File: src/rtl/cam_capture_window.sv
`default_nettype none
// ============================================================================
//  Module   : cam_capture_window
//  Purpose  : Camera front-end. Generates the sensor XCLK, synchronises the
//             asynchronous href/vsync/pclk/data bus into clk, assembles
//             multi-beat pixels, tracks column/row and emits only pixels that
//             fall inside a latched crop window, each with a linear buffer
//             write address. Grabs one frame per capture request, or runs
//             continuously.
//  Ports    : clk, res          - system clock, synchronous active-high reset
//             capture           - one-cycle request to grab the next frame
//             continuous        - re-arm automatically after each frame
//             cfg_x0/x1/y0/y1   - inclusive crop window (latched on arm)
//             ahref/avsync      - async sensor line valid / frame sync
//             apclk/adata       - async sensor pixel clock / data bus
//             xclk              - sensor master clock (clk / XCLK_DIV)
//             pix_valid         - strobe for an in-window pixel
//             pix_data/addr/x/y - pixel, buffer address and position
//             frame_start/done  - frame boundary pulses
//             busy              - high from arm until frame_done
//             overrun           - sticky, set when the write address wraps
//  Revision : 1.0 - initial release
// ============================================================================
module cam_capture_window #(
  parameter int DATA_W        = 8,
  parameter int BYTES_PER_PIX = 2,
  parameter int XCLK_DIV      = 4,
  parameter int H_W           = 11,
  parameter int V_W           = 10,
  parameter int ADDR_W        = 12
) (
  input  logic                            clk,
  input  logic                            res,
  input  logic                            capture,
  input  logic                            continuous,
  input  logic [H_W-1:0]                  cfg_x0,
  input  logic [H_W-1:0]                  cfg_x1,
  input  logic [V_W-1:0]                  cfg_y0,
  input  logic [V_W-1:0]                  cfg_y1,
  input  logic                            ahref,
  input  logic                            avsync,
  input  logic                            apclk,
  input  logic [DATA_W-1:0]               adata,
  output logic                            xclk,
  output logic                            pix_valid,
  output logic [DATA_W*BYTES_PER_PIX-1:0] pix_data,
  output logic [ADDR_W-1:0]               pix_addr,
  output logic [H_W-1:0]                  pix_x,
  output logic [V_W-1:0]                  pix_y,
  output logic                            frame_start,
  output logic                            frame_done,
  output logic                            busy,
  output logic                            overrun
);

  localparam int c_PIX_W  = DATA_W * BYTES_PER_PIX;
  localparam int c_BC_W   = (BYTES_PER_PIX > 1) ? $clog2(BYTES_PER_PIX) : 1;
  localparam int c_XC_W   = $clog2(XCLK_DIV);
  localparam logic [c_BC_W-1:0] c_LAST_BEAT = c_BC_W'(BYTES_PER_PIX - 1);
  localparam logic [c_BC_W-1:0] c_BEAT_ONE  = c_BC_W'(1);
  localparam logic [c_XC_W-1:0] c_XC_LAST   = c_XC_W'(XCLK_DIV / 2 - 1);
  localparam logic [c_XC_W-1:0] c_XC_ONE    = c_XC_W'(1);
  localparam logic [H_W-1:0]    c_COL_ONE   = H_W'(1);
  localparam logic [V_W-1:0]    c_ROW_ONE   = V_W'(1);
  localparam logic [ADDR_W-1:0] c_ADDR_ONE  = ADDR_W'(1);

  typedef enum logic [2:0] {
    S_IDLE   = 3'd0,
    S_ARM    = 3'd1,
    S_SYNC   = 3'd2,
    S_ACTIVE = 3'd3,
    S_DONE   = 3'd4
  } state_t;

  state_t r_state, w_state_next;

  // --------------------------------------------------------------------------
  // XCLK divider: free-running, unaffected by the capture FSM
  // --------------------------------------------------------------------------
  logic [c_XC_W-1:0] r_xcnt;
  logic              r_xclk;

  always_ff @(posedge clk) begin
    if (res) begin
      r_xcnt <= '0;
      r_xclk <= 1'b0;
    end else if (r_xcnt == c_XC_LAST) begin
      r_xcnt <= '0;
      r_xclk <= ~r_xclk;
    end else begin
      r_xcnt <= r_xcnt + c_XC_ONE;
    end
  end

  // --------------------------------------------------------------------------
  // Input synchronisers. Data goes through the same two stages as pclk so
  // r_data_s2 is the byte that was on the bus when the synchronised edge rose.
  // --------------------------------------------------------------------------
  logic              r_href_s1, r_href_s2, r_href_s3;
  logic              r_vs_s1,   r_vs_s2,   r_vs_s3;
  logic              r_pclk_s1, r_pclk_s2, r_pclk_s3;
  logic [DATA_W-1:0] r_data_s1, r_data_s2;

  always_ff @(posedge clk) begin
    if (res) begin
      r_href_s1 <= 1'b0; r_href_s2 <= 1'b0; r_href_s3 <= 1'b0;
      r_vs_s1   <= 1'b0; r_vs_s2   <= 1'b0; r_vs_s3   <= 1'b0;
      r_pclk_s1 <= 1'b0; r_pclk_s2 <= 1'b0; r_pclk_s3 <= 1'b0;
      r_data_s1 <= '0;   r_data_s2 <= '0;
    end else begin
      r_href_s1 <= ahref;  r_href_s2 <= r_href_s1; r_href_s3 <= r_href_s2;
      r_vs_s1   <= avsync; r_vs_s2   <= r_vs_s1;   r_vs_s3   <= r_vs_s2;
      r_pclk_s1 <= apclk;  r_pclk_s2 <= r_pclk_s1; r_pclk_s3 <= r_pclk_s2;
      r_data_s1 <= adata;  r_data_s2 <= r_data_s1;
    end
  end

  logic w_beat, w_href_rise, w_href_fall, w_vs_rise, w_vs_fall;
  assign w_beat      = r_pclk_s2 & ~r_pclk_s3;
  assign w_href_rise = r_href_s2 & ~r_href_s3;
  assign w_href_fall = ~r_href_s2 & r_href_s3;
  assign w_vs_rise   = r_vs_s2 & ~r_vs_s3;
  assign w_vs_fall   = ~r_vs_s2 & r_vs_s3;

  // --------------------------------------------------------------------------
  // Capture FSM
  // --------------------------------------------------------------------------
  always_ff @(posedge clk) begin
    if (res) r_state <= S_IDLE;
    else     r_state <= w_state_next;
  end

  always_comb begin
    w_state_next = r_state;
    busy         = 1'b1;
    frame_done   = 1'b0;
    case (r_state)
      S_IDLE: begin
        busy = 1'b0;
        if (capture) w_state_next = S_ARM;
      end
      // Waiting for vsync high skips whatever is left of a frame in progress
      S_ARM:    if (r_vs_s2)   w_state_next = S_SYNC;
      S_SYNC:   if (w_vs_fall) w_state_next = S_ACTIVE;
      S_ACTIVE: if (w_vs_rise) w_state_next = S_DONE;
      S_DONE: begin
        frame_done   = 1'b1;
        w_state_next = continuous ? S_SYNC : S_IDLE;
      end
      default: begin
        busy         = 1'b0;
        w_state_next = S_IDLE;
      end
    endcase
  end

  // --------------------------------------------------------------------------
  // Pixel assembly, position tracking, windowing
  // --------------------------------------------------------------------------
  logic [c_BC_W-1:0]  r_beat;
  logic [H_W-1:0]     r_col;
  logic [V_W-1:0]     r_row;
  logic [ADDR_W-1:0]  r_addr;
  logic               r_line_has_pix;
  logic [H_W-1:0]     r_x0, r_x1;
  logic [V_W-1:0]     r_y0, r_y1;
  logic               r_pix_valid;
  logic [c_PIX_W-1:0] r_pix_data;
  logic [ADDR_W-1:0]  r_pix_addr;
  logic [H_W-1:0]     r_pix_x;
  logic [V_W-1:0]     r_pix_y;
  logic               r_frame_start;
  logic               r_overrun;

  logic [c_PIX_W-1:0] w_pix_next;
  logic [c_BC_W-1:0]  w_beat_cur;
  logic [H_W-1:0]     w_col_cur;
  logic               w_take, w_last, w_in_win;

  // A beat landing on the same cycle as href rising is the first beat of
  // the new line, so the line-start clear is folded in combinationally.
  assign w_beat_cur = w_href_rise ? '0 : r_beat;
  assign w_col_cur  = w_href_rise ? '0 : r_col;
  assign w_take     = (r_state == S_ACTIVE) && w_beat && r_href_s2;
  assign w_last     = (w_beat_cur == c_LAST_BEAT);
  assign w_in_win   = (w_col_cur >= r_x0) && (w_col_cur <= r_x1) &&
                      (r_row >= r_y0) && (r_row <= r_y1);

  generate
    if (BYTES_PER_PIX > 1) begin : g_multi
      localparam int c_SH_W = c_PIX_W - DATA_W;
      logic [c_SH_W-1:0] r_shift;
      // Earlier beats sit above the current one: first beat ends up as MSBs
      assign w_pix_next = {r_shift, r_data_s2};
      always_ff @(posedge clk) begin
        if (res)         r_shift <= '0;
        else if (w_take) r_shift <= w_pix_next[c_SH_W-1:0];
      end
    end else begin : g_single
      assign w_pix_next = r_data_s2;
    end
  endgenerate

  always_ff @(posedge clk) begin
    if (res) begin
      r_beat         <= '0;
      r_col          <= '0;
      r_row          <= '0;
      r_addr         <= '0;
      r_line_has_pix <= 1'b0;
      r_x0           <= '0;
      r_x1           <= '0;
      r_y0           <= '0;
      r_y1           <= '0;
      r_pix_valid    <= 1'b0;
      r_pix_data     <= '0;
      r_pix_addr     <= '0;
      r_pix_x        <= '0;
      r_pix_y        <= '0;
      r_frame_start  <= 1'b0;
      r_overrun      <= 1'b0;
    end else begin
      r_pix_valid   <= 1'b0;
      r_frame_start <= 1'b0;

      if ((r_state == S_ARM) || ((r_state == S_DONE) && continuous)) begin
        r_x0 <= cfg_x0;
        r_x1 <= cfg_x1;
        r_y0 <= cfg_y0;
        r_y1 <= cfg_y1;
      end
      if (r_state == S_ARM) r_overrun <= 1'b0;

      if ((r_state == S_SYNC) && w_vs_fall) begin
        r_frame_start  <= 1'b1;
        r_row          <= '0;
        r_col          <= '0;
        r_addr         <= '0;
        r_beat         <= '0;
        r_line_has_pix <= 1'b0;
      end else if (r_state == S_ACTIVE) begin
        if (w_href_rise) begin
          r_beat         <= '0;
          r_col          <= '0;
          r_line_has_pix <= 1'b0;
        end
        // Falling href drops any partial pixel; empty lines don't count
        if (w_href_fall) begin
          r_beat <= '0;
          if (r_line_has_pix && (r_row != {V_W{1'b1}})) r_row <= r_row + c_ROW_ONE;
        end
        if (w_take) begin
          if (w_last) begin
            r_beat         <= '0;
            r_line_has_pix <= 1'b1;
            if (w_col_cur != {H_W{1'b1}}) r_col <= w_col_cur + c_COL_ONE;
            else                          r_col <= w_col_cur;
            if (w_in_win) begin
              r_pix_valid <= 1'b1;
              r_pix_data  <= w_pix_next;
              r_pix_x     <= w_col_cur;
              r_pix_y     <= r_row;
              r_pix_addr  <= r_addr;
              r_addr      <= r_addr + c_ADDR_ONE;
              if (r_addr == {ADDR_W{1'b1}}) r_overrun <= 1'b1;
            end
          end else begin
            r_beat <= w_beat_cur + c_BEAT_ONE;
          end
        end
      end
    end
  end

  assign xclk        = r_xclk;
  assign pix_valid   = r_pix_valid;
  assign pix_data    = r_pix_data;
  assign pix_addr    = r_pix_addr;
  assign pix_x       = r_pix_x;
  assign pix_y       = r_pix_y;
  assign frame_start = r_frame_start;
  assign overrun     = r_overrun;

endmodule
`default_nettype wire

File: config.mk
export PLATFORM = sky130hd
export DESIGN_NAME = cam_capture_window
export DESIGN_NICKNAME = d
export VERILOG_FILES = /design/src/rtl/cam_capture_window.sv
export SDC_FILE = /design/constraint.sdc
export NUM_CORES = 1
export LEC_CHECK = 0
export ABC_AREA = 1
export BUFFER_PORTS_ARGS = -buffer_cell sky130_fd_sc_hd__buf_2
export CAP_MARGIN = 10
export CORE_MARGIN = 8
export CORE_UTILIZATION = 51
export CTS_BUF_LIST = sky130_fd_sc_hd__clkbuf_2
export DETAILED_ROUTE_END_ITERATION = 16
export PLACE_DENSITY_LB_ADDON = 0.3
export SYNTH_ARGS = -nofsm -noshare
export SYNTH_HDL_FRONTEND = slang
export SYNTH_SLANG_ARGS = --single-unit
File: constraint.sdc
create_clock -name clk -period 3.6 [get_ports clk]
set_input_delay 0.72 -clock clk [delete_from_list [all_inputs] [get_ports clk]]
set_output_delay 0.72 -clock clk [all_outputs]
set_load 0.02 [all_outputs]
==> results of run 1 <==
-- routing by layer --
metal | routed length (um) | track usage (%) | up-vias
li1 | - | - | 3373
met1 | 7810 | 23.3 | 2782
met2 | 7910 | 30.5 | 139
met3 | 731 | 3.74 | 21
met4 | 303 | 7.18 | 0
met5 | 0 | 0 | -
-- cell type report --
cell class / instances / area (um^2)
fill: 1410 / 6060
sequential: 168 / 3360
multi-input combinational: 611 / 3240
inverter: 180 / 676
timing repair buffer: 120 / 636
tap: 184 / 230
clock inverter: 14 / 126
clock buffer: 17 / 85.1
antenna: 1 / 2.50
-- flip-flops by register name (all words and copies together) (netlist names), 2 cells and up --
signal / cells
r_x1: 11
r_x0: 11
r_data_s2: 8
r_data_s1: 8
r_y0: 10
pix_data: 16
r_col: 11
r_row: 10
pix_y: 10
r_addr: 12
r_y1: 10
pix_addr: 12
pix_x: 11
r_state: 3
g_multi.r_shift: 8
r_xcnt: 2
-- placed cells by master (no fill, tap or decap), types with 3 or more instances in the layout --
cell type	n
sky130_fd_sc_hd__nand4_1	10
sky130_fd_sc_hd__clkinv_1	3
sky130_fd_sc_hd__inv_6	3
sky130_fd_sc_hd__nor3_1	15
sky130_fd_sc_hd__o21a_1	29
sky130_fd_sc_hd__xor2_1	6
sky130_fd_sc_hd__buf_4	8
sky130_fd_sc_hd__buf_2	111
sky130_fd_sc_hd__o21ai_0	78
sky130_fd_sc_hd__inv_1	172
sky130_fd_sc_hd__clkinvlp_4	3
sky130_fd_sc_hd__nand3_1	24
sky130_fd_sc_hd__nor2_2	3
sky130_fd_sc_hd__clkinv_4	4
sky130_fd_sc_hd__inv_2	7
sky130_fd_sc_hd__ha_1	42
sky130_fd_sc_hd__clkbuf_2	17
sky130_fd_sc_hd__nand2_1	133
sky130_fd_sc_hd__a21oi_1	121
sky130_fd_sc_hd__dfxtp_1	168
sky130_fd_sc_hd__nor2_1	129
-- power groups by stage --
stage	clock [mW]	combinational, mW	sequential, mW
finish	0.932	1.12	2.15
global route	1.03	1.31	2.18
CTS	0.958	1.12	2.15
detailed placement	0	1.12	2.19
global placement	0	1.09	2.19
floorplan	0	0.846	2.18
-- synth_stat cells (2+ instances only) --
cell                       instances  share of area [%]
sky130_fd_sc_hd__xnor2_1           2               0.23
sky130_fd_sc_hd__buf_1             3               0.15
sky130_fd_sc_hd__inv_2             6               0.30
sky130_fd_sc_hd__nand2_1         133                6.7
sky130_fd_sc_hd__o21ai_0          78                5.2
sky130_fd_sc_hd__buf_6             4               0.60
sky130_fd_sc_hd__buf_2             7               0.47
sky130_fd_sc_hd__o21a_1           29                2.9
sky130_fd_sc_hd__nor3b_1           2               0.20
sky130_fd_sc_hd__nor3_1           15                1.0
sky130_fd_sc_hd__o211ai_1          2               0.20
sky130_fd_sc_hd__inv_1           173                8.7
sky130_fd_sc_hd__nor2_1          129                6.5
sky130_fd_sc_hd__nand3_1          24                1.6
sky130_fd_sc_hd__a21oi_1         121                8.1
sky130_fd_sc_hd__ha_1             42                7.0
sky130_fd_sc_hd__nor2_2            3               0.25
sky130_fd_sc_hd__dfxtp_1         168                 45
sky130_fd_sc_hd__nand3_2           2               0.27
sky130_fd_sc_hd__nand4_1          10               0.84
sky130_fd_sc_hd__xor2_1            6               0.70
sky130_fd_sc_hd__nor4_1            2               0.17
sky130_fd_sc_hd__clkbuf_1         24                1.2
-- path summary, 6_finish.rpt --
| check | cells past startpoint | end | start |
|---|---|---|---|
| setup / recovery | 14 | pix_addr[6] | r_href_s2 |
| hold / removal | 3 | r_data_s1[6] | adata[6] |
| setup reg to reg | 14 | pix_addr[6] | r_href_s2 |
| hold reg to reg | 2 | r_data_s2[7] | r_data_s1[7] |
-- cell families (layout without fill, tap and decap cells) --
| family | Yosys count | after routing | share of synthesized area, % |
|---|---|---|---|
| AOI/OAI and AO/OA | 235 | 235 | 17.0 |
| xor gates and xnor gates | 8 | 8 | 0.939 |
| adders and majority gates | 42 | 42 | 7.04 |
| buffers and inverters | 219 | 331 | 11.6 |
| DFF | 168 | 168 | 45.1 |
| other | 0 | 1 | 0 |
| and+or+nand+nor | 326 | 326 | 18.3 |
-- critical path, stage by stage (launching register included) --
cell                      delay (ns)
sky130_fd_sc_hd__dfxtp_1        0.45
sky130_fd_sc_hd__nand2_4        0.13
sky130_fd_sc_hd__inv_2          0.17
sky130_fd_sc_hd__nor2_1         0.12
sky130_fd_sc_hd__ha_1           0.31
sky130_fd_sc_hd__nand2_1        0.08
sky130_fd_sc_hd__nor2_1         0.15
sky130_fd_sc_hd__nand2_1        0.07
sky130_fd_sc_hd__nor2_1         0.14
sky130_fd_sc_hd__nand4_1        0.09
sky130_fd_sc_hd__nand2_1        0.16
sky130_fd_sc_hd__nand3_1        0.10
sky130_fd_sc_hd__nor2_2         0.62
sky130_fd_sc_hd__buf_4          0.28
sky130_fd_sc_hd__a21oi_1        0.08
==> metrics.txt, run 1 <==
# TYPE chip_impl_metric gauge
chip_impl_metric{name="fp.dieArea",unit="mm^2"} 0.0188
chip_impl_metric{name="syn_area_per_cell",unit="um^2"} 7.47
chip_impl_metric{name="finalPower",unit="mW"} 4.20
chip_impl_metric{name="power.internal",unit="mW"} 2.71
chip_impl_metric{name="cts.repair_timing.setup_buffer_count",unit=""} 0
chip_impl_metric{name="yosysSeqAreaShare",unit="%"} 45.1
chip_impl_info{name="setup.worst_path.end_class",value="flip-flop"} 1
chip_impl_metric{name="syn-num-nets",unit=""} 1097
chip_impl_metric{name="finalWeightedCongestion",unit=""} 0.893
chip_impl_metric{name="flip_flop_and_latch_count_after_synthesis",unit=""} 168
chip_impl_metric{name="syn_area",unit="mm^2"} 0.00746
chip_impl_metric{name="max_slew_margin",unit="%"} 43.4
chip_impl_metric{name="dieHeight",unit="um"} 137
chip_impl_metric{name="final_routed_wirelength",unit="um"} 16800
chip_impl_metric{name="setup-tns-final",unit="ns"} 0
chip_impl_metric{name="post_dp_cell_area",unit="mm^2"} 0.00815
chip_impl_metric{name="arrival",unit="ns"} 3.68
chip_impl_metric{name="postLayoutCoreUtil",unit="%"} 58.0
chip_impl_metric{name="path_clk_slew",unit="ns"} 0.24
chip_impl_metric{name="synth_cell_types",unit=""} 36
chip_impl_metric{name="worst_skew_pair.late_latency",unit="ns"} 0.74
chip_impl_metric{name="final-instance-count-excl-fill",unit=""} 1295
chip_impl_metric{name="finalCritPeriodShare",unit="%"} 84.6
chip_impl_metric{name="route.detailed.wl_per_inst",unit="um"} 12.9
chip_impl_metric{name="grt_max_degree",unit=""} 71
chip_impl_metric{name="via_per_inst",unit=""} 4.88
chip_impl_metric{name="grt_pass1_wl",unit="um"} 28000
chip_impl_metric{name="ys.warnings.count",unit=""} 0
chip_impl_metric{name="design_area",unit="mm^2"} 0.00836
chip_impl_metric{name="number_of_input_and_output_port_buffers_inserted",unit=""} 111
chip_impl_metric{name="hpwl",unit="um"} 12400
chip_impl_metric{name="final_net_count",unit=""} 1197
chip_impl_metric{name="pin_slew_with_the_least_headroom_to_its_limit",unit="ns"} 0.848
chip_impl_metric{name="clock-sinks",unit=""} 168
chip_impl_metric{name="ant_nets",unit=""} 0
chip_impl_info{name="rsz0062_at_grt",value="false"} 1
chip_impl_metric{name="fin_worst_skew",unit="ns"} 0.0387
chip_impl_metric{name="post-route-drc-count",unit=""} 0
chip_impl_metric{name="clock_tree_buffer_depth",unit=""} 2
chip_impl_metric{name="timing.final.hold_violations",unit=""} 0
chip_impl_metric{name="cts_made_buffers",unit=""} 17
chip_impl_info{name="start_kind",value="flip-flop"} 1
chip_impl_metric{name="groute.usage.overall",unit="%"} 18.5
chip_impl_metric{name="leakage",unit="nW"} 3.85
chip_impl_info{name="synth_top_flop_cell",value="sky130_fd_sc_hd__dfxtp_1"} 1
chip_impl_metric{name="peakVddDrop",unit="uV"} 446
chip_impl_metric{name="setup_violations",unit=""} 0
chip_impl_metric{name="asyncSetResetFlopFracSynth",unit="%"} 0
chip_impl_metric{name="timing.hold.ws",unit="ns"} 0.149
chip_impl_metric{name="postSynthCellCount",unit=""} 998
chip_impl_metric{name="overall_via_count_from_detail_route",unit=""} 6315
chip_impl_info{name="cts_tree",value="done"} 1
chip_impl_metric{name="ios",unit=""} 112
chip_impl_metric{name="timing.final.crit_period",unit="ns"} 3.04
chip_impl_metric{name="power.share.switching",unit="%"} 35.5
chip_impl_metric{name="critical_path_required",unit="ns"} 4.24
chip_impl_metric{name="timing.reg2reg.setup_slack",unit="ns"} 0.56
chip_impl_metric{name="power_switching",unit="mW"} 1.49
chip_impl_metric{name="worstPathMaxFanout",unit=""} 18
chip_impl_info{name="timing_worst_setup_path_type",value="reg -> reg"} 1
chip_impl_metric{name="max_clock_freq",unit="GHz"} 0.329
chip_impl_metric{name="clockPowerShare",unit="%"} 22.2
chip_impl_metric{name="share_seq_of_total_power",unit="%"} 51.3
chip_impl_metric{name="synth-edff-count",unit=""} 0
chip_impl_metric{name="overflow",unit=""} 0
chip_impl_metric{name="fp-row-count",unit=""} 44
chip_impl_metric{name="number_of_antenna_violations_at_the_first_check_in_global_routing",unit=""} 1
chip_impl_metric{name="core-area",unit="mm^2"} 0.0144
chip_impl_metric{name="power_density_normalized_to_cell_area",unit="mW/mm^2"} 502
chip_impl_metric{name="drt-pass1-iter-count",unit=""} 6
chip_impl_metric{name="comb_pwr_share",unit="%"} 26.6
chip_impl_metric{name="synth_to_final_area_change",unit="%"} 12.1
chip_impl_metric{name="finalMaxSlewViolations",unit=""} 0
chip_impl_info{name="status",value="finished clean"} 1
chip_impl_metric{name="htreeDepth",unit=""} 4
chip_impl_metric{name="via_count_of_the_first_global_routing_pass",unit=""} 5915
chip_impl_info{name="cts_root_buf",value="sky130_fd_sc_hd__clkbuf_2"} 1
chip_impl_metric{name="worst_slack",unit="ns"} 0.556
chip_impl_metric{name="dpl_worst_slack",unit="ns"} 0.661
chip_impl_info{name="min-delay-path-class",value="in -> reg"} 1
chip_impl_metric{name="fp.dieW",unit="um"} 137
chip_impl_metric{name="ctsResizeCount",unit=""} 0
chip_impl_metric{name="detailed_route_iter0_violations",unit=""} 356
chip_impl_metric{name="layout-drive-gt1-share",unit="%"} 15.0
chip_impl_metric{name="place.detailed.instances",unit=""} 1263
chip_impl_metric{name="cap_viol_max_count",unit=""} 0
chip_impl_metric{name="number_of_buffers_added_to_fix_hold_violations_after_cts",unit=""} 0
chip_impl_metric{name="starting_density_of_the_core",unit="%"} 51.7
No activity file was read; power rests on OpenSTA's default activity.
==> run 2, diff against run 1 <==
- clock period: 3.6 -> 2.5 ns (I/O delays scaled with it)
==> run 2 against run 1 <==
Net effect:
- the run now ends with setup timing left
- register-to-register slack worse by 0.58 ns
- sequential power up 45%
- clock skew down 0.0041 ns
- largest cell class is now multi-input gates
==> metrics.txt, run 2 (synthesis gave the netlist of run 1 again) <==
# TYPE chip_impl_metric gauge
chip_impl_info{name="status",value="finished with violations"} 1
chip_impl_info{name="failing_checks",value="setup timing"} 1
chip_impl_metric{name="detailed_route_iter0_violations",unit=""} 487
chip_impl_info{name="hp-start",value="cfg_y1[3]"} 1
chip_impl_info{name="cts_root_buf",value="sky130_fd_sc_hd__clkbuf_2"} 1
chip_impl_metric{name="dpl_worst_slack",unit="ns"} -0.0658
chip_impl_metric{name="flip_flop_count_of_the_largest_register_all_copies_and_words_added",unit=""} 16
chip_impl_metric{name="timing.final.crit_period",unit="ns"} 2.53
chip_impl_metric{name="leakage",unit="nW"} 4.31
chip_impl_metric{name="comb_pwr_share",unit="%"} 29.9
chip_impl_metric{name="starting_density_of_the_core",unit="%"} 51.7
chip_impl_metric{name="power.share.switching",unit="%"} 35.3
chip_impl_metric{name="critical_path_required",unit="ns"} 3.15
chip_impl_info{name="maxUsedRoutingLayer",value="met4"} 1
chip_impl_metric{name="path_clk_slew",unit="ns"} 0.23
chip_impl_metric{name="final-instance-count-excl-fill",unit=""} 1367
chip_impl_metric{name="clockPowerShare",unit="%"} 23.3
chip_impl_metric{name="finalCritPeriodShare",unit="%"} 101
chip_impl_metric{name="power_density_normalized_to_cell_area",unit="mW/mm^2"} 685
chip_impl_metric{name="grt_max_degree",unit=""} 71
chip_impl_metric{name="final_net_count",unit=""} 1269
chip_impl_info{name="start_kind",value="flip-flop"} 1
chip_impl_info{name="min-delay-path-class",value="in -> reg"} 1
chip_impl_info{name="worst_path_max_delay_cell",value="sky130_fd_sc_hd__dfxtp_2"} 1
chip_impl_metric{name="power_switching",unit="mW"} 2.35
chip_impl_metric{name="worst-path-buf-inv",unit=""} 5
chip_impl_metric{name="share_seq_of_total_power",unit="%"} 46.8
chip_impl_metric{name="worstPathMaxFanout",unit=""} 8
chip_impl_metric{name="layout-drive-gt1-share",unit="%"} 24.4
chip_impl_info{name="setup.worst_path.end_class",value="flip-flop"} 1
chip_impl_metric{name="timing.hold.ws",unit="ns"} 0.0585
chip_impl_metric{name="number_of_input_and_output_port_buffers_inserted",unit=""} 111
chip_impl_metric{name="drt-pass1-iter-count",unit=""} 5
chip_impl_metric{name="met2_length",unit="um"} 9420
chip_impl_metric{name="dieHeight",unit="um"} 137
chip_impl_metric{name="overall_via_count_from_detail_route",unit=""} 6875
chip_impl_metric{name="finalWeightedCongestion",unit=""} 0.878
chip_impl_metric{name="core-area",unit="mm^2"} 0.0144
chip_impl_info{name="regToRegStartpoint",value="r_href_s3"} 1
chip_impl_metric{name="cts_made_buffers",unit=""} 17
chip_impl_metric{name="cap_viol_max_count",unit=""} 0
chip_impl_metric{name="hpwl",unit="um"} 12400
chip_impl_metric{name="max_clock_freq",unit="GHz"} 0.396
chip_impl_metric{name="timing.final.hold_violations",unit=""} 0
chip_impl_metric{name="htreeDepth",unit=""} 4
chip_impl_metric{name="finalPower",unit="mW"} 6.64
chip_impl_metric{name="groute.usage.overall",unit="%"} 18.7
chip_impl_metric{name="synth_to_final_area_change",unit="%"} 29.9
chip_impl_metric{name="worst_skew_pair.late_latency",unit="ns"} 0.72
chip_impl_metric{name="fin_worst_skew",unit="ns"} 0.0346
chip_impl_metric{name="fp.dieW",unit="um"} 137
chip_impl_metric{name="post-route-drc-count",unit=""} 0
chip_impl_metric{name="ios",unit=""} 112
chip_impl_info{name="critical_path_cell_list",value="inv_4 > nand2_8 > clkinv_8 > nor2_4 > ha_1 > nand2_1 > nor2_2 > nand2_1 > nor2_2 > nand3_1 > nand2_1 > inv_1 > nand2_1 > nand2_2 > nand4_4 > clkbuf_16 > clkbuf_16 > a21oi_1 > o21a_1"} 1
chip_impl_metric{name="route.met3.wl",unit="um"} 940
chip_impl_info{name="cpLargestDelayFamily",value="simple AND/OR/NAND/NOR gates"} 1
chip_impl_metric{name="number_of_antenna_violations_at_the_first_check_in_global_routing",unit=""} 1
chip_impl_info{name="rsz0062_at_grt",value="true"} 1
chip_impl_metric{name="arrival",unit="ns"} 3.18
chip_impl_metric{name="via_per_inst",unit=""} 5.03
chip_impl_metric{name="place.detailed.instances",unit=""} 1275
chip_impl_metric{name="grt_pass1_wl",unit="um"} 28200
chip_impl_info{name="cts_tree",value="done"} 1
chip_impl_metric{name="m1WireLength",unit="um"} 8770
chip_impl_metric{name="pin_slew_with_the_least_headroom_to_its_limit",unit="ns"} 0.754
chip_impl_info{name="path_common_cell",value="sky130_fd_sc_hd__nand2_1"} 1
chip_impl_metric{name="clock_tree_buffer_depth",unit=""} 2
chip_impl_metric{name="finalMaxSlewViolations",unit=""} 0
chip_impl_metric{name="setup_violations",unit=""} 8
chip_impl_info{name="timing_worst_setup_path_type",value="reg -> reg"} 1
chip_impl_metric{name="overflow",unit=""} 0
chip_impl_metric{name="route.detailed.wl_per_inst",unit="um"} 14.3
chip_impl_info{name="crit_start",value="r_href_s3"} 1
chip_impl_metric{name="power.internal",unit="mW"} 4.29
chip_impl_metric{name="max_slew_margin",unit="%"} 49.7
chip_impl_info{name="most_common_cell_after_layout_fill_and_taps_aside",value="sky130_fd_sc_hd__inv_1"} 1
chip_impl_metric{name="clock-sinks",unit=""} 168
chip_impl_metric{name="setup-tns-final",unit="ns"} -0.0945
chip_impl_metric{name="slowest_delay",unit="ns"} 0.39
chip_impl_metric{name="peakVddDrop",unit="uV"} 730
chip_impl_metric{name="ant_nets",unit=""} 0
chip_impl_info{name="mostFrequentLayoutCells",value="sky130_fd_sc_hd__inv_1 (170), sky130_fd_sc_hd__dfxtp_1 (166), sky130_fd_sc_hd__nand2_1 (118)"} 1
chip_impl_metric{name="fp.dieArea",unit="mm^2"} 0.0188
chip_impl_metric{name="fp-row-count",unit=""} 44
chip_impl_metric{name="final_routed_wirelength",unit="um"} 19600
chip_impl_metric{name="worst_slack",unit="ns"} -0.0280
chip_impl_metric{name="via_count_of_the_first_global_routing_pass",unit=""} 5930
## run 2: metal layers
metal  global-route usage, %  vias up
li1                        -     3527
met4                    6.88        0
met2                    30.5      183
met3                    4.59       44
met1                    23.4     3121
met5                       0        -
## run 2: path summary, 6_finish.rpt
kind,slack [ns],endpoint,cells past startpoint
hold / removal,0.06,r_y1[3],3
hold reg to reg,0.42,r_pclk_s2,2
setup reg to reg,-0.03,pix_x[9],19
setup / recovery,-0.03,pix_x[9],19
## run 2: power by group through the flow
stage	combinational, mW	sequential [mW]	clock [mW]
after floorplan	1.22	3.13	0
after global placement	1.61	3.15	0
after detailed placement	1.64	3.16	0
after CTS	1.78	3.10	1.57
after global routing	2.23	3.14	1.70
final	1.99	3.11	1.54
## run 2: worst reg2reg max path: stages, from the launching register on
cell and delay, ns:
sky130_fd_sc_hd__dfxtp_2 0.39, sky130_fd_sc_hd__inv_4 0.07, sky130_fd_sc_hd__nand2_8 0.09, sky130_fd_sc_hd__clkinv_8 0.09, sky130_fd_sc_hd__nor2_4 0.05, sky130_fd_sc_hd__ha_1 0.29
sky130_fd_sc_hd__nand2_1 0.06, sky130_fd_sc_hd__nor2_2 0.14, sky130_fd_sc_hd__nand2_1 0.10, sky130_fd_sc_hd__nor2_2 0.15, sky130_fd_sc_hd__nand3_1 0.09, sky130_fd_sc_hd__nand2_1 0.07
sky130_fd_sc_hd__inv_1 0.04, sky130_fd_sc_hd__nand2_1 0.06, sky130_fd_sc_hd__nand2_2 0.09, sky130_fd_sc_hd__nand4_4 0.14, sky130_fd_sc_hd__clkbuf_16 0.20, sky130_fd_sc_hd__clkbuf_16 0.16
sky130_fd_sc_hd__a21oi_1 0.06, sky130_fd_sc_hd__o21a_1 0.12
## run 2: timing repair
action / 4_1_cts / 5_1_grt
hold endpoints to repair: 34 / 4
endpoints found under the setup margin: 45 / 72
resized for setup: 4 / 124
hold buffers: 34 / 4
cloned: 1 / 12
pin swaps: 1 / 29
setup buffers: 1 / 9
## run 2: layout make-up
class,count,area [um^2]
Inverter,180,691
Timing Repair Buffer,190,1490
Clock inverter,14,174
Timing Repair inverter,1,11.3
Antenna cell,1,2.50
Multi-Input combinational cell,612,3640
Tap cell,184,230
Sequential cell,168,3370
Fill cell,1206,4730
Clock buffer,17,85.1
## run 2: metrics by stage
stage,cell area (um^2),util [%]
2_1_floorplan,7460,-
3_3_place_gp,8270,57.4
3_5_place_dp,8270,57.4
4_1_cts,8900,61.7
5_1_grt,9690,67.2
6_report,9690,67.2
==> run 3, diff against run 2 <==
- ABC_AREA: 1 -> default
==> run 3 against run 2 <==
Net effect:
- via count decreased by 5.2%
- worst setup slack got worse by 0.55 ns
- clock power increased by 8%
- sequential cell count unchanged
- the run still ends with setup timing left
- global-route usage increased by 2.2 points
- count of clock-buffer cells in the layout unchanged
- critical path type unchanged
- routed wire length decreased by 0.81%
- sequential power decreased by 8.7%
- combinational power decreased by 58%
- largest power group unchanged
- total power decreased by 20%
- utilization increased by 1.7 points
==> metrics.txt, run 3 <==
# TYPE chip_impl_metric gauge
chip_impl_metric{name="asyncSetResetFlopFracSynth",unit="%"} 0
chip_impl_metric{name="number_of_input_and_output_port_buffers_inserted",unit=""} 111
chip_impl_metric{name="max_slew_margin",unit="%"} 52.8
chip_impl_metric{name="detailed_route_iter0_violations",unit=""} 354
chip_impl_metric{name="place.detailed.instances",unit=""} 1166
chip_impl_info{name="regToRegStartpoint",value="r_href_s3"} 1
chip_impl_metric{name="grt_pass1_wl",unit="um"} 31100
chip_impl_info{name="cts_tree",value="done"} 1
chip_impl_metric{name="final_routed_wirelength",unit="um"} 19400
chip_impl_info{name="mostFrequentLayoutCells",value="sky130_fd_sc_hd__dfxtp_1 (166), sky130_fd_sc_hd__nand2_1 (123), sky130_fd_sc_hd__buf_2 (110)"} 1
chip_impl_metric{name="synth_simple_gate_area_share",unit="%"} 21.5
chip_impl_metric{name="arrival",unit="ns"} 3.71
chip_impl_metric{name="setup_violations",unit=""} 63
chip_impl_metric{name="clock-sinks",unit=""} 168
chip_impl_metric{name="ios",unit=""} 112
chip_impl_metric{name="fp.dieArea",unit="mm^2"} 0.0185
chip_impl_info{name="synthTopCellsByArea",value="sky130_fd_sc_hd__dfxtp_1 (46%), sky130_fd_sc_hd__mux2i_1 (8.4%), sky130_fd_sc_hd__ha_1 (7.1%)"} 1
chip_impl_metric{name="fp.dieW",unit="um"} 136
chip_impl_metric{name="path_clk_slew",unit="ns"} 0.25
chip_impl_metric{name="starting_density_of_the_core",unit="%"} 51.4
chip_impl_metric{name="overall_via_count_from_detail_route",unit=""} 6518
chip_impl_metric{name="grt_max_degree",unit=""} 104
chip_impl_metric{name="flip_flop_and_latch_count_after_synthesis",unit=""} 168
chip_impl_metric{name="leakage",unit="nW"} 4.07
chip_impl_info{name="synth_top_flop_cell",value="sky130_fd_sc_hd__dfxtp_1"} 1
chip_impl_info{name="status",value="finished with violations"} 1
chip_impl_metric{name="finalWeightedCongestion",unit=""} 0.890
chip_impl_metric{name="synth_compound_area_share",unit="%"} 9.57
chip_impl_metric{name="htreeDepth",unit=""} 4
chip_impl_info{name="synth.cells.most_frequent",value="sky130_fd_sc_hd__dfxtp_1 (168), sky130_fd_sc_hd__nand2_1 (124), sky130_fd_sc_hd__nor2_1 (102)"} 1
chip_impl_metric{name="fin_worst_skew",unit="ns"} 0.0304
chip_impl_info{name="crit_start",value="r_href_s3"} 1
chip_impl_metric{name="antennaDiodeCount",unit=""} 0
chip_impl_metric{name="timing.hold.worst_path_depth",unit=""} 2
chip_impl_info{name="timing_worst_setup_path_type",value="reg -> reg"} 1
chip_impl_metric{name="critical_path_required",unit="ns"} 3.14
chip_impl_metric{name="setup-tns-final",unit="ns"} -29.67
chip_impl_metric{name="synth_cell_types",unit=""} 57
chip_impl_metric{name="fill_cells",unit=""} 1128
chip_impl_info{name="failing_checks",value="setup timing"} 1
chip_impl_metric{name="pin_slew_with_the_least_headroom_to_its_limit",unit="ns"} 0.708
chip_impl_metric{name="cts_made_buffers",unit=""} 17
chip_impl_metric{name="synth_fa_ha_area_share",unit="%"} 7.29
chip_impl_metric{name="number_of_antenna_violations_at_the_first_check_in_global_routing",unit=""} 0
chip_impl_metric{name="syn-num-nets",unit=""} 941
chip_impl_metric{name="fp-row-count",unit=""} 44
chip_impl_info{name="setup.worst_path.end_class",value="flip-flop"} 1
chip_impl_info{name="cts_root_buf",value="sky130_fd_sc_hd__clkbuf_2"} 1
chip_impl_info{name="rsz0062_at_grt",value="true"} 1
chip_impl_metric{name="via_count_of_the_first_global_routing_pass",unit=""} 6545
chip_impl_metric{name="finalMaxSlewViolations",unit=""} 0
chip_impl_metric{name="final-instance-count-excl-fill",unit=""} 1266
chip_impl_metric{name="ys.warnings.count",unit=""} 0
chip_impl_metric{name="muxShareOfSynthArea",unit="%"} 8.60
chip_impl_metric{name="multi_input_comb_area",unit="mm^2"} 0.00392
chip_impl_metric{name="layout-drive-gt1-share",unit="%"} 26.1
chip_impl_info{name="min-delay-path-class",value="in -> reg"} 1
chip_impl_metric{name="yosys.area_share.xor_xnor",unit="%"} 2.26
chip_impl_metric{name="route.detailed.wl_per_inst",unit="um"} 15.4
chip_impl_metric{name="ant_nets",unit=""} 0
chip_impl_metric{name="flip_flop_count_of_the_largest_register_all_copies_and_words_added",unit=""} 16
chip_impl_metric{name="post-route-drc-count",unit=""} 0
chip_impl_metric{name="synth-edff-count",unit=""} 0
chip_impl_metric{name="postSynthCellCount",unit=""} 842
chip_impl_metric{name="worst_skew_pair.late_latency",unit="ns"} 0.74
chip_impl_metric{name="max_clock_freq",unit="GHz"} 0.325
chip_impl_info{name="main_combinational_cell_family_by_area_after_synthesis",value="simple AND/OR/NAND/NOR gates"} 1
chip_impl_metric{name="timing.final.crit_period",unit="ns"} 3.07
chip_impl_metric{name="design_area",unit="mm^2"} 0.00986
chip_impl_metric{name="synth_to_final_area_change",unit="%"} 34.1
chip_impl_info{name="netlist.top_cell.by_area",value="sky130_fd_sc_hd__dfxtp_1"} 1
chip_impl_metric{name="clock_tree_buffer_depth",unit=""} 2
chip_impl_metric{name="worst_slack",unit="ns"} -0.574
chip_impl_metric{name="yosysSeqAreaShare",unit="%"} 45.8
chip_impl_info{name="hp-start",value="res"} 1
chip_impl_metric{name="peakVddDrop",unit="uV"} 518
chip_impl_metric{name="finalCritPeriodShare",unit="%"} 123
chip_impl_metric{name="worstPathMaxFanout",unit=""} 7
chip_impl_metric{name="syn_area_per_cell",unit="um^2"} 8.73
chip_impl_info{name="start_kind",value="flip-flop"} 1
chip_impl_info{name="most_common_cell_after_layout_fill_and_taps_aside",value="sky130_fd_sc_hd__dfxtp_1"} 1
chip_impl_metric{name="seq_area",unit="mm^2"} 0.00337
chip_impl_metric{name="syn_area",unit="mm^2"} 0.00735
chip_impl_metric{name="dieHeight",unit="um"} 136
chip_impl_info{name="yosysMostFrequentCell",value="sky130_fd_sc_hd__dfxtp_1"} 1
chip_impl_metric{name="power_density_normalized_to_cell_area",unit="mW/mm^2"} 542
chip_impl_metric{name="post_dp_cell_area",unit="mm^2"} 0.00858
chip_impl_metric{name="hpwl",unit="um"} 12600
chip_impl_metric{name="timing.final.hold_violations",unit=""} 0
chip_impl_metric{name="groute.usage.overall",unit="%"} 20.9
chip_impl_metric{name="cap_viol_max_count",unit=""} 0
chip_impl_metric{name="overflow",unit=""} 0
chip_impl_metric{name="synth_top_area_share",unit="%"} 45.8
chip_impl_metric{name="via_per_inst",unit=""} 5.15
chip_impl_metric{name="ff2ff_path_depth",unit=""} 15
chip_impl_metric{name="drt-pass1-iter-count",unit=""} 5
chip_impl_metric{name="core-area",unit="mm^2"} 0.0143
chip_impl_metric{name="final_net_count",unit=""} 1168
[run 3: cell count changes in the layout (fill, tap and decap cells not counted), moves of 8 or more]
cell                            change
sky130_fd_sc_hd__nor2_4             -8
sky130_fd_sc_hd__a21oi_1           -23
sky130_fd_sc_hd__a21oi_2           -34
sky130_fd_sc_hd__o21ai_0           -56
sky130_fd_sc_hd__xnor2_1           +10
sky130_fd_sc_hd__nor2_1            -16
sky130_fd_sc_hd__nand2_2           -12
sky130_fd_sc_hd__dlygate4sd3_1     +15
sky130_fd_sc_hd__o21a_1            -24
sky130_fd_sc_hd__inv_1            -123
sky130_fd_sc_hd__mux2i_1           +59
sky130_fd_sc_hd__nor2b_1           +32
sky130_fd_sc_hd__buf_4             +45
[run 3: cell families after synthesis]
family	after synthesis
mux	63
flops	168
xor+xnor	19
compound gates	120
buf+inv	89
simple gates	340
fa+ha+maj	43
[run 3: worst max-delay path, cell delays in order (launching register included)]
cell and delay, ns:
sky130_fd_sc_hd__dfxtp_2 0.39, sky130_fd_sc_hd__nand2b_4 0.18, sky130_fd_sc_hd__and2_4 0.19, sky130_fd_sc_hd__ha_4 0.26, sky130_fd_sc_hd__and4_4 0.22, sky130_fd_sc_hd__nand3_2 0.07, sky130_fd_sc_hd__a31oi_2 0.18, sky130_fd_sc_hd__and4_4 0.26
sky130_fd_sc_hd__a31oi_4 0.05, sky130_fd_sc_hd__buf_6 0.14, sky130_fd_sc_hd__nor4b_4 0.34, sky130_fd_sc_hd__buf_6 0.20, sky130_fd_sc_hd__buf_12 0.12, sky130_fd_sc_hd__buf_12 0.12, sky130_fd_sc_hd__mux2i_2 0.22, sky130_fd_sc_hd__nor2_1 0.06
[run 3: final cells by class]
cell class	instances	area share [%]
inverter	48	1.83
multi-input combinational	587	39.7
tap	184	2.34
clock buffer	17	0.863
clock inverter	15	2.06
timing repair buffer	247	19.0
sequential	168	34.2
[run 3: worst paths after layout]
| check | end | slack, ns |
|---|---|---|
| max reg2reg | pix_addr[8] | -0.57 |
| min | pix_addr[11] | 0.16 |
| min reg2reg | r_data_s2[0] | 0.46 |
| max | pix_addr[8] | -0.57 |
[run 3: per-stage QoR]
| stage | utilization [%] | worst slack, ns | total power [mW] | hold WS [ns] |
|---|---|---|---|---|
| floorplan | - | -0.416 | 3.31 | 0.404 |
| global placement | 59.9 | -0.402 | 3.54 | 0.415 |
| detailed placement | 59.9 | -0.464 | 3.56 | 0.416 |
| CTS | 68.2 | -0.465 | 5.32 | 0.0901 |
| global route | 68.9 | -0.672 | 5.59 | 0.0552 |
| finish | 68.9 | -0.574 | 5.34 | 0.157 |
[run 3: routing by layer]
metal	wire, um	global-route usage [%]
met5	0	0
met3	1370	6.50
met1	8500	24.7
met2	9050	34.6
met4	529	8.72
[run 3: where the power goes]
group / internal [mW] / switching (mW)
clock network: 0.611 / 1.05
logic: 0.388 / 0.450
registers: 2.78 / 0.0536
[run 3: what timing repair did]
action                                  CTS  global route
buffers inserted                          8             4
endpoints found under the hold margin    53             0
hold buffers                             53             0
resized for setup                        30            34
cloned                                    6             0
pin swaps                                 7            15
endpoints found under the setup margin   64            70
